### config.mk
export PLATFORM = sky130hd
export DESIGN_NAME = sprite_blitter_flat
export DESIGN_NICKNAME = d
export VERILOG_FILES = /design/src/rtl/sprite_pkg.sv /design/src/rtl/sprite_blitter_if.sv /design/src/rtl/sprite_blitter_addr_gen.sv /design/src/rtl/sprite_blitter.sv /design/src/flat_wrapper.sv
export SDC_FILE = /design/constraint.sdc
export NUM_CORES = 1
export LEC_CHECK = 0
export BUFFER_PORTS_ARGS = -buffer_cell sky130_fd_sc_hd__buf_2
export CAP_MARGIN = 20
export CORE_ASPECT_RATIO = 0.5
export CORE_MARGIN = 10
export CORE_UTILIZATION = 54
export CTS_CLUSTER_DIAMETER = 100
export DETAILED_ROUTE_END_ITERATION = 12
export GPL_ROUTABILITY_DRIVEN = 0
export GPL_TIMING_DRIVEN = 0
export PLACE_DENSITY = 0.79
export SETUP_SLACK_MARGIN = 0.3
export SLEW_MARGIN = 40
export SYNTH_ARGS = -nofsm -noshare
export SYNTH_HDL_FRONTEND = slang
export SYNTH_HIERARCHICAL = 1
export SYNTH_SLANG_ARGS = --single-unit
### constraint.sdc
create_clock -name vga_clk -period 5.01 [get_ports vga_clk]
set_input_delay 0 -clock vga_clk [delete_from_list [all_inputs] [get_ports vga_clk]]
set_output_delay 0 -clock vga_clk [all_outputs]
set_load 0.01 [all_outputs]
### src/rtl/sprite_pkg.sv
// Shared types, sizes and the sprite ROM address mapping for the sprite blitter.
package sprite_pkg;
  localparam int unsigned SPR_W  = 51;
  localparam int unsigned SPR_H  = 43;
  localparam int unsigned FB_W   = 320;
  localparam int unsigned FB_H   = 240;
  localparam int unsigned IDX_W  = 4;
  localparam int unsigned ROM_AW = 12;
  localparam int unsigned FB_AW  = 17;
  localparam int unsigned POS_W  = 10;
  localparam int unsigned PIX_W  = 11;
  localparam int unsigned SX_W   = $clog2(SPR_W);
  localparam int unsigned SY_W   = $clog2(SPR_H);

  localparam logic [IDX_W-1:0] TRANSP_IDX = '0;

  typedef enum logic [2:0] {IDLE, READ, DATA, WRITE, ADV, DONE} blit_state_t;

  // Source texel for sprite column sx of row sy, mirrored when flip is set.
  function automatic logic [ROM_AW-1:0] rom_addr_f(input logic [SX_W-1:0] sx,
                                                   input logic [SY_W-1:0] sy,
                                                   input logic            flip);
    int unsigned col;
    col = flip ? (SPR_W - 1 - 32'(sx)) : 32'(sx);
    return ROM_AW'(32'(sy) * SPR_W + col);
  endfunction
endpackage

### src/rtl/sprite_blitter_if.sv
// Sprite ROM read port and frame-buffer write port of the blitter.
interface sprite_blitter_if;
  import sprite_pkg::*;

  logic [ROM_AW-1:0] rom_address;
  logic [IDX_W-1:0]  rom_q;
  logic              fb_we;
  logic [FB_AW-1:0]  fb_addr;
  logic [IDX_W-1:0]  fb_data;
  logic              fb_ready;

  modport master (output rom_address, fb_we, fb_addr, fb_data,
                  input  rom_q, fb_ready);
  modport slave  (input  rom_address, fb_we, fb_addr, fb_data,
                  output rom_q, fb_ready);
endinterface

### src/rtl/sprite_blitter_addr_gen.sv
// Sprite walk counters, flip mapping, registered ROM address and destination clip/address.
module blit_addr_gen
  import sprite_pkg::*;
(
  input  logic              vga_clk,
  input  logic              reset,
  input  logic              clear,
  input  logic              advance,
  input  logic [POS_W-1:0]  pos_x,
  input  logic [POS_W-1:0]  pos_y,
  input  logic              flip_x,
  output logic [ROM_AW-1:0] rom_address,
  output logic [FB_AW-1:0]  fb_addr_c,
  output logic              in_bounds_c,
  output logic              last_c
);
  logic [SX_W-1:0]  sx_q, sx_d;
  logic [SY_W-1:0]  sy_q, sy_d;
  logic [POS_W-1:0] pos_x_q, pos_y_q;
  logic             flip_q;
  logic [PIX_W-1:0] px, py;
  logic             row_end;

  always_comb begin
    row_end     = (sx_q == SX_W'(SPR_W - 1));
    last_c      = row_end && (sy_q == SY_W'(SPR_H - 1));
    sx_d        = row_end ? '0 : sx_q + SX_W'(1);
    sy_d        = row_end ? sy_q + SY_W'(1) : sy_q;
    px          = PIX_W'(pos_x_q) + PIX_W'(sx_q);
    py          = PIX_W'(pos_y_q) + PIX_W'(sy_q);
    in_bounds_c = (px < PIX_W'(FB_W)) && (py < PIX_W'(FB_H));
    fb_addr_c   = FB_AW'(32'(py) * FB_W + 32'(px));
  end

  // ROM address is loaded from the upcoming (sx,sy) so it is stable for the whole READ cycle.
  always_ff @(posedge vga_clk) begin
    if (reset) begin
      sx_q        <= '0;
      sy_q        <= '0;
      pos_x_q     <= '0;
      pos_y_q     <= '0;
      flip_q      <= 1'b0;
      rom_address <= '0;
    end else if (clear) begin
      sx_q        <= '0;
      sy_q        <= '0;
      pos_x_q     <= pos_x;
      pos_y_q     <= pos_y;
      flip_q      <= flip_x;
      rom_address <= rom_addr_f('0, '0, flip_x);
    end else if (advance) begin
      sx_q        <= sx_d;
      sy_q        <= sy_d;
      rom_address <= rom_addr_f(sx_d, sy_d, flip_q);
    end
  end
endmodule

### src/rtl/sprite_blitter.sv
// Copies one palette-indexed sprite from the sprite ROM into the frame buffer
// with transparency, horizontal flip and edge clipping.
module sprite_blitter
  import sprite_pkg::*;
(
  input  logic             vga_clk,
  input  logic             reset,
  input  logic             start,
  input  logic [POS_W-1:0] pos_x,
  input  logic [POS_W-1:0] pos_y,
  input  logic             flip_x,
  output logic             busy,
  output logic             done,
  sprite_blitter_if.master bus
);
  blit_state_t       state_q, state_d;
  logic              busy_d, done_d;
  logic              fb_we_q, fb_we_d;
  logic [FB_AW-1:0]  fb_addr_q, fb_addr_d, fb_addr_c;
  logic [IDX_W-1:0]  fb_data_q, fb_data_d;
  logic              clear_c, advance_c, in_bounds_c, last_c;
  logic [ROM_AW-1:0] rom_address;

  blit_addr_gen u_addr_gen (
    .vga_clk     (vga_clk),
    .reset       (reset),
    .clear       (clear_c),
    .advance     (advance_c),
    .pos_x       (pos_x),
    .pos_y       (pos_y),
    .flip_x      (flip_x),
    .rom_address (rom_address),
    .fb_addr_c   (fb_addr_c),
    .in_bounds_c (in_bounds_c),
    .last_c      (last_c)
  );

  always_comb begin
    state_d   = state_q;
    busy_d    = busy;
    done_d    = 1'b0;
    fb_we_d   = fb_we_q;
    fb_addr_d = fb_addr_q;
    fb_data_d = fb_data_q;
    clear_c   = 1'b0;
    advance_c = 1'b0;
    unique case (state_q)
      IDLE: begin
        if (start) begin
          clear_c = 1'b1;
          busy_d  = 1'b1;
          state_d = READ;
        end
      end
      READ: state_d = DATA;
      DATA: begin
        if ((bus.rom_q != TRANSP_IDX) && in_bounds_c) begin
          fb_we_d   = 1'b1;
          fb_addr_d = fb_addr_c;
          fb_data_d = bus.rom_q;
          state_d   = WRITE;
        end else begin
          state_d = ADV;
        end
      end
      // Write stays presented until the frame buffer takes it.
      WRITE: begin
        if (bus.fb_ready) begin
          fb_we_d = 1'b0;
          state_d = ADV;
        end
      end
      ADV: begin
        if (last_c) begin
          busy_d  = 1'b0;
          done_d  = 1'b1;
          state_d = DONE;
        end else begin
          advance_c = 1'b1;
          state_d   = READ;
        end
      end
      DONE:    state_d = IDLE;
      default: state_d = IDLE;
    endcase
  end

  always_ff @(posedge vga_clk) begin
    if (reset) begin
      state_q   <= IDLE;
      busy      <= 1'b0;
      done      <= 1'b0;
      fb_we_q   <= 1'b0;
      fb_addr_q <= '0;
      fb_data_q <= '0;
    end else begin
      state_q   <= state_d;
      busy      <= busy_d;
      done      <= done_d;
      fb_we_q   <= fb_we_d;
      fb_addr_q <= fb_addr_d;
      fb_data_q <= fb_data_d;
    end
  end

  assign bus.rom_address = rom_address;
  assign bus.fb_we       = fb_we_q;
  assign bus.fb_addr     = fb_addr_q;
  assign bus.fb_data     = fb_data_q;
endmodule

### src/flat_wrapper.sv
// flat-port wrapper written by rule: the top's interface ports become plain ports
module sprite_blitter_flat import sprite_pkg::*;
  (vga_clk, reset, start, pos_x, pos_y, flip_x, busy, done, bus_rom_address, bus_fb_we, bus_fb_addr, bus_fb_data, bus_rom_q, bus_fb_ready);
  sprite_blitter_if bus_i ();
  input  logic vga_clk;
  input  logic reset;
  input  logic start;
  input  logic [POS_W-1:0] pos_x;
  input  logic [POS_W-1:0] pos_y;
  input  logic flip_x;
  output logic busy;
  output logic done;
  output wire logic [$bits(bus_i.rom_address)-1:0] bus_rom_address;
  output wire logic [$bits(bus_i.fb_we)-1:0] bus_fb_we;
  output wire logic [$bits(bus_i.fb_addr)-1:0] bus_fb_addr;
  output wire logic [$bits(bus_i.fb_data)-1:0] bus_fb_data;
  input wire logic [$bits(bus_i.rom_q)-1:0] bus_rom_q;
  input wire logic [$bits(bus_i.fb_ready)-1:0] bus_fb_ready;
  assign bus_rom_address = bus_i.rom_address;
  assign bus_fb_we = bus_i.fb_we;
  assign bus_fb_addr = bus_i.fb_addr;
  assign bus_fb_data = bus_i.fb_data;
  assign bus_i.rom_q = bus_rom_q;
  assign bus_i.fb_ready = bus_fb_ready;
  sprite_blitter u_core (.vga_clk(vga_clk), .reset(reset), .start(start), .pos_x(pos_x), .pos_y(pos_y), .flip_x(flip_x), .busy(busy), .done(done), .bus(bus_i));
endmodule
==> flow_metrics.env, run 1 <==
export IMPL_synth_top_cell_area_share_pct=25.10
export IMPL_required_ps=5220
export IMPL_syn_area_per_cell_sq_um=8.700
export IMPL_cts_root_buffer="sky130_fd_sc_hd__clkbuf_16"
export IMPL_synth_warnings=6
export IMPL_crit_start="u_core/u_addr_gen/sx_q[1]"
export IMPL_ant_nets=0
export IMPL_initial_core_util_pct=55.85
export IMPL_ys_seq_elements=72
export IMPL_maxCapViolations=0
export IMPL_grtUsageMet3_pct=4.555
export IMPL_final_net_count=900
export IMPL_detail_route_wl_per_cell_um=16.24
export IMPL_layout_cells_non_filler=934
export IMPL_crit_chain="ha_4, nand4b_1, nor2_2, buf_4, and4_4, and3_4, xnor2_4, inv_2, ha_4, ha_4, inv_2, fa_1, fa_1, inv_2, ha_4, o21a_1, o31a_1, o211ai_1, a21boi_1, or3_1, a31oi_1, nor2_1"
export IMPL_gr_total_overflow=0
export IMPL_crit_reg2reg_launch="u_core/u_addr_gen/sx_q[1]"
export IMPL_power_density_nw_per_um2=220.3
export IMPL_timing_critical_path_arrival_ps=5100
export IMPL_timing_hold_worst_class="in2reg"
export IMPL_io_buffer_count=64
export IMPL_track_usage_pct=18.93
export IMPL_clk_latency_ps=340
export IMPL_clk_pin_slew_ps=60
export IMPL_worst_slew_pin_transition_ps=769.7
export IMPL_synth_common_cells="sky130_fd_sc_hd__dfxtp_1 (72), sky130_fd_sc_hd__inv_1 (72), sky130_fd_sc_hd__nor2_1 (67)"
export IMPL_setup_worst_path_class="reg2reg"
export IMPL_die_height_um=92.92
export IMPL_number_of_design_rule_violations_left_by_the_first_detailed_router_iteration=339
export IMPL_drc=0
export IMPL_worst_path_dominant_cell_family="adder cells"
export IMPL_synth_seq_area_share_pct=25.10
export IMPL_floorplan_die_width_um=165.8
export IMPL_route_vias_total=5027
export IMPL_busiest_layer="met2"
export IMPL_ys_flop_type="sky130_fd_sc_hd__dfxtp_1"
export IMPL_share_of_cells_above_drive_strength_1_pct=20.53
export IMPL_critical_path_n_buffers_inverters=4
export IMPL_syn_area_sq_um=5742
export IMPL_wire_length_of_the_first_global_routing_pass_um=24520
export IMPL_clock_net_sink_count=72
export IMPL_layout_area_overhead_vs_synth_pct=25.82
export IMPL_critical_path_endpoint_type="flop"
export IMPL_peakVddDrop_mv=0.1747
export IMPL_crit_fanout=9
export IMPL_post_synth_main_area_contributors="sky130_fd_sc_hd__dfxtp_1 (25%), sky130_fd_sc_hd__ha_1 (14%), sky130_fd_sc_hd__mux2i_1 (9.1%), sky130_fd_sc_hd__fa_1 (5.6%), sky130_fd_sc_hd__xnor2_1 (5.0%)"
export IMPL_postRouteWirelength_um=15160
export IMPL_synth_largest_area_cell="sky130_fd_sc_hd__dfxtp_1"
export IMPL_unrepaired_setup_endpoints_after_global_routing="true"
export IMPL_synth_fp_nets=771
export IMPL_share_of_flip_flops_with_an_asynchronous_set_or_reset_pct=0
export IMPL_fp_row_count=26
export IMPL_initial_antenna_violation_count=0
export IMPL_num_antenna_cells=0
export IMPL_timing_critical_path_from_type="flop"
export IMPL_whs_ps=8.719
export IMPL_grt_start_max_net_pins=15
export IMPL_worstHoldStart="bus_rom_q[0]"
export IMPL_global_route_usage_met1_pct=21.18
export IMPL_leakagePower_uw=0.003257
export IMPL_synth_edf_count=0
export IMPL_cts_made_buffers=9
export IMPL_synth_cells=660
export IMPL_min_period_over_period_pct=97.70
export IMPL_cpMostUsedCell="sky130_fd_sc_hd__ha_4"
export IMPL_clock_tree_buffer_depth=2
export IMPL_final_hold_viol_count=0
export IMPL_cts_max_level=3
export IMPL_finish_stage_setup_viols=0
export IMPL_crit_path_max_incr_delay_ps=560
export IMPL_slew_headroom_pct=48.69
export IMPL_status="completed"
export IMPL_first_pass_iters=5
export IMPL_maxSlewViolCount=0
export IMPL_place_hpwl_um=10130
export IMPL_grt_pass1_vias=5172
export IMPL_slowest_stage="sky130_fd_sc_hd__fa_1"
export IMPL_die_area_sq_um=15410
export IMPL_viasPerCell=5.382
export IMPL_fmax_mhz=204.3
export IMPL_cts_tree="built"
export IMPL_ports=65
export IMPL_synth_lib_cells_used_distinct=63
export IMPL_clock_skew_ps=7.068
export IMPL_numPlacedInstances=864
export IMPL_core_area_sq_um=10280
export IMPL_fillerInstances=760
export IMPL_finalCriticalPeriod_ps=4895
export IMPL_grt_met2_use_pct=34.25
-- sequential cells by signal, summed over array words and instances (netlist names) --
register / count
u_core/bus.fb_addr: 17
u_core/bus.fb_data: 4
u_core/bus.fb_we: 1
u_core/busy: 1
u_core/done: 1
u_core/state_q: 3
u_core/u_addr_gen/flip_q: 1
u_core/u_addr_gen/pos_x_q: 10
u_core/u_addr_gen/pos_y_q: 10
u_core/u_addr_gen/rom_address: 12
u_core/u_addr_gen/sx_q: 6
u_core/u_addr_gen/sy_q: 6
-- per-layer routing --
layer / share of wire (%) / routed length, um
met2: 49 / 7417
met4: 3.3 / 498
met3: 5.1 / 772
met1: 43 / 6476
met5: 0 / 0
-- power by group --
group	total, uW	switching, uW	internal [uW]	leakage [uW]
sequential	628	24.9	603	0.000586
clock	616	278	339	0.000121
combinational	348	185	163	0.00255
total	1590	487	1100	0.00326
-- tightest hold or removal path, cell delays in order --
cell and delay (ps):
sky130_fd_sc_hd__buf_2 100, sky130_fd_sc_hd__or2b_1 140, sky130_fd_sc_hd__mux2i_1 60
-- metrics by stage --
stage                     total power (uW)  TNS (ps)  util (%)  cell area, sq um  worst slack [ps]
after detailed placement             956.0    -332.1     61.05              6276            -215.0
after CTS                             1593         0     68.95              7088             240.4
after global placement               947.7    -79.50     61.05              6276            -79.50
after global routing                  1664         0     70.28              7224             28.83
after floorplan                      873.1         0         -              5781             344.3
final                                 1592         0     70.28              7224             115.3
-- placed cells by master, fill, tap and decap left out, types with 11 or more instances in the layout --
master                          instances
sky130_fd_sc_hd__buf_4                 24
sky130_fd_sc_hd__clkbuf_1              16
sky130_fd_sc_hd__nand2_1               24
sky130_fd_sc_hd__a21oi_1               23
sky130_fd_sc_hd__nand2b_1              44
sky130_fd_sc_hd__nor2_1                65
sky130_fd_sc_hd__inv_1                 64
sky130_fd_sc_hd__nand3_1               11
sky130_fd_sc_hd__xnor2_1               30
sky130_fd_sc_hd__dfxtp_1               70
sky130_fd_sc_hd__o21a_1                12
sky130_fd_sc_hd__mux2i_1               52
sky130_fd_sc_hd__ha_1                  57
sky130_fd_sc_hd__fa_1                  16
sky130_fd_sc_hd__dlygate4sd3_1         26
sky130_fd_sc_hd__xor2_1                18
sky130_fd_sc_hd__buf_2                 65
sky130_fd_sc_hd__o21ai_0               16
-- layout make-up --
class                      instances  area [sq um]  share of cell area (%)
clock buffer                       9         225.2                   3.117
sequential                        72          1444                   19.99
timing repair buffer             118         809.5                   11.21
tap                              140         175.2                   2.425
buffer                            28         170.2                   2.355
inverter                          72         272.8                   3.776
multi-input combinational        488          4073                   56.37
clock inverter                     7         55.05                  0.7620
-- cell families after synthesis --
kind of cell / share of synthesized area (%)
AO/OA/AOI/OAI: 11.29
XOR/XNOR: 8.324
adder cells (fa/ha/maj): 19.96
buffers and inverters: 7.256
flip-flops: 25.10
multiplexers: 9.915
AND/OR/NAND/NOR: 18.15
-- path summary, 6_finish.rpt --
check                                          end  slack [ps]  cells after the start
setup reg to reg  u_core/u_addr_gen/rom_address[9]         120                     22
hold / removal               u_core/bus.fb_data[0]           9                      3
setup / recovery  u_core/u_addr_gen/rom_address[9]         120                     22
hold reg to reg             u_core/bus.fb_addr[12]         470                      2
-- what timing repair did --
item / in CTS / in global routing
endpoints found under the hold margin: 25 / 0
hold buffers: 26 / 0
pin swaps: 16 / 21
setup buffers: 22 / 6
resized for setup: 24 / 22
setup endpoints to repair: 7 / 7
(Power assumes the default switching activity.)
==> run 2, diff against run 1 <==
GPL_ROUTABILITY_DRIVEN = default   (was 0)
clock period = 4.5 ns   (was 5.01 ns; I/O delays follow)
==> run 2 against run 1 <==
Compared with the run above: routed wire length rose by 0.18%; critical path type unchanged; sequential power up 11%; critical path depth grew 1; flip-flop and latch count unchanged; clock power is 30% higher; sequential share of layout area fell by 0.24 points; combinational power up 13%; the run now ends with setup timing left; critical endpoint unchanged; first-iteration DRC count down 3.8%; non-clock buffer count unchanged; utilization increased by 1.0 points; final cell count did not move.
==> flow_metrics.env, run 2 (same netlist as run 1, synthesis figures left out) <==
export IMPL_grtUsageMet3_pct=3.754
export IMPL_layout_cells_most_common="sky130_fd_sc_hd__dfxtp_1"
export IMPL_maxSlewViolCount=0
export IMPL_power_density_nw_per_um2=258.0
export IMPL_first_pass_iters=5
export IMPL_timing_critical_path_from_type="flop"
export IMPL_grt_start_max_net_pins=14
export IMPL_die_height_um=92.92
export IMPL_die_area_sq_um=15410
export IMPL_worstSetupEndpoint="u_core/u_addr_gen/rom_address[9]"
export IMPL_num_antenna_cells=0
export IMPL_cts_root_buffer="sky130_fd_sc_hd__clkbuf_16"
export IMPL_drc=0
export IMPL_wire_length_of_the_first_global_routing_pass_um=24530
export IMPL_maxCapViolations=0
export IMPL_initial_antenna_violation_count=0
export IMPL_largest_register_ff_count=17
export IMPL_cts_max_level=3
export IMPL_clk_latency_ps=340
export IMPL_switching_share_pct=28.26
export IMPL_timing_critical_path_arrival_ps=4880
export IMPL_postRouteWirelength_um=15190
export IMPL_gr_total_overflow=0
export IMPL_pre_cts_worst_setup_slack_ps=-356.3
export IMPL_clock_skew_ps=3.655
export IMPL_min_period_over_period_pct=103.9
export IMPL_core_area_sq_um=10280
export IMPL_postLayoutCoreUtil_pct=71.32
export IMPL_clk_pin_slew_ps=60
export IMPL_cts_tree="built"
export IMPL_status="complete, but fails checks"
export IMPL_leakagePower_uw=0.003302
export IMPL_power_switching_uw=534.5
export IMPL_ant_nets=0
export IMPL_cts_made_buffers=9
export IMPL_slew_headroom_pct=42.89
export IMPL_layout_cells_non_filler=934
export IMPL_track_usage_pct=18.90
export IMPL_unrepaired_setup_endpoints_after_global_routing="true"
export IMPL_most_common_layout_cells="sky130_fd_sc_hd__dfxtp_1 (67), sky130_fd_sc_hd__inv_1 (66), sky130_fd_sc_hd__buf_2 (65)"
export IMPL_crit_reg2reg_launch="u_core/u_addr_gen/sx_q[0]"
export IMPL_critical_path_endpoint_type="flop"
export IMPL_required_ps=4700
export IMPL_fp_row_count=26
export IMPL_route_vias_total=5108
export IMPL_layout_area_overhead_vs_synth_pct=27.70
export IMPL_ports=65
export IMPL_final_hold_viol_count=0
export IMPL_setup_worst_path_class="reg2reg"
export IMPL_clock_tree_buffer_depth=2
export IMPL_power_internal_uw=1357
export IMPL_power_frac_clock_pct=42.3
export IMPL_finalCriticalPeriod_ps=4674
export IMPL_global_route_usage_met1_pct=21.75
export IMPL_floorplan_die_width_um=165.8
export IMPL_fmax_mhz=214.0
export IMPL_initial_core_util_pct=55.85
export IMPL_detail_route_wl_per_cell_um=16.26
export IMPL_crit_fanout=3
export IMPL_fraction_of_power_consumed_by_sequential_logic_pct=36.9
export IMPL_share_of_cells_above_drive_strength_1_pct=20.91
export IMPL_crit_start="u_core/u_addr_gen/sx_q[0]"
export IMPL_worst_slew_pin_transition_ps=856.6
export IMPL_numPlacedInstances=864
export IMPL_crit_reg2reg_capture="u_core/u_addr_gen/rom_address[9]"
export IMPL_violations="setup timing"
export IMPL_power_combinational_fraction_pct=20.8
export IMPL_grt_pass1_vias=5172
export IMPL_totalNegativeSetupSlack_ps=-436.0
export IMPL_busiest_layer="met2"
export IMPL_finish_stage_setup_viols=4
export IMPL_final_net_count=900
export IMPL_io_buffer_count=64
export IMPL_least_setup_slack_across_all_paths_after_layout_ps=-174.0
export IMPL_viasPerCell=5.469
export IMPL_fillerInstances=766
export IMPL_grt_met2_use_pct=33.75
export IMPL_worst_r2r_path_depth=23
export IMPL_number_of_design_rule_violations_left_by_the_first_detailed_router_iteration=326
export IMPL_reg2reg_slack_ps=-170
export IMPL_clock_net_sink_count=72
export IMPL_place_hpwl_um=10100
export IMPL_timing_hold_worst_class="in2reg"
export IMPL_gp_routability_congestion=0.8477
export IMPL_peakVddDrop_mv=0.1948
==> run 2: cell count changes in the layout (fill, tap and decap cells not counted), sizes merged <==
cell      before  now
clkinvlp       5    2
bufinv         0    2
clkinv         0    2
inv           74   72
clkbuf        28   29
==> run 2: worst min path at each step <==
stage                 start                      endpoint  cells past startpoint
4_1_cts        bus_fb_ready             u_core/state_q[1]                      4
6_report       bus_fb_ready             u_core/state_q[1]                      4
3_3_place_gp       pos_y[3]  u_core/u_addr_gen/pos_y_q[3]                      3
3_5_place_dp       pos_y[1]  u_core/u_addr_gen/pos_y_q[1]                      3
5_1_grt        bus_rom_q[0]         u_core/bus.fb_data[0]                      3
2_1_floorplan         reset      u_core/u_addr_gen/flip_q                      1
==> run 2: critical path: stages (launching register included) <==
cell	delay, ps
sky130_fd_sc_hd__dfxtp_2	330
sky130_fd_sc_hd__buf_8	120
sky130_fd_sc_hd__inv_4	50
sky130_fd_sc_hd__ha_4	120
sky130_fd_sc_hd__nand4b_1	140
sky130_fd_sc_hd__nor2_2	210
sky130_fd_sc_hd__and4_4	260
sky130_fd_sc_hd__and3_4	220
sky130_fd_sc_hd__xnor2_4	120
sky130_fd_sc_hd__inv_2	80
sky130_fd_sc_hd__ha_4	240
sky130_fd_sc_hd__ha_4	260
sky130_fd_sc_hd__inv_2	30
sky130_fd_sc_hd__fa_1	460
sky130_fd_sc_hd__fa_1	530
sky130_fd_sc_hd__inv_2	50
sky130_fd_sc_hd__ha_4	230
sky130_fd_sc_hd__o21a_1	100
sky130_fd_sc_hd__o31a_1	130
sky130_fd_sc_hd__o211ai_1	260
sky130_fd_sc_hd__a21boi_1	110
sky130_fd_sc_hd__or3_1	310
sky130_fd_sc_hd__a31oi_1	160
sky130_fd_sc_hd__nor2_1	50
==> run 2: final cells by class <==
type,count,area (sq um),area share (%)
Clock buffer,10,239.0,3.259
Multi-Input combinational cell,488,4131,56.35
Timing Repair Buffer,118,803.3,10.96
Clock inverter,6,92.59,1.263
Inverter,72,272.8,3.720
Sequential cell,72,1448,19.74
Buffer,28,170.2,2.321
Tap cell,140,175.2,2.389
==> run 2: power groups by stage <==
stage                     clock [uW]  combinational, uW  sequential, uW
final                            799                394             698
after global routing             833                431             702
after CTS                        808                381             697
after detailed placement           0                356             711
after global placement             0                348             710
after floorplan                    0                263             710
==> run 2: per-stage QoR <==
stage          hold slack [ps]  power (uW)  cell area, sq um
2_1_floorplan            72.38       973.6              5881
3_3_place_gp             234.2        1058              6376
3_5_place_dp             246.2        1067              6376
4_1_cts                  1.282        1886              7217
5_1_grt                  24.01        1966              7332
6_report                 7.028        1892              7332
==> run 2: timing repair <==
action / in CTS / in global routing
gates resized for setup: 13 / 15
gates cloned: 0 / 0
endpoints found under the setup margin: 8 / 11
hold buffers: 26 / 0
pin swaps: 18 / 14
endpoints found under the hold margin: 25 / 0
setup buffers: 23 / 5
==> run 2: routing by layer <==
layer,routed length (um),part of all wire (%)
met4,471,3.1
met3,769,5.1
met5,0,0
met1,6557,43
met2,7391,49
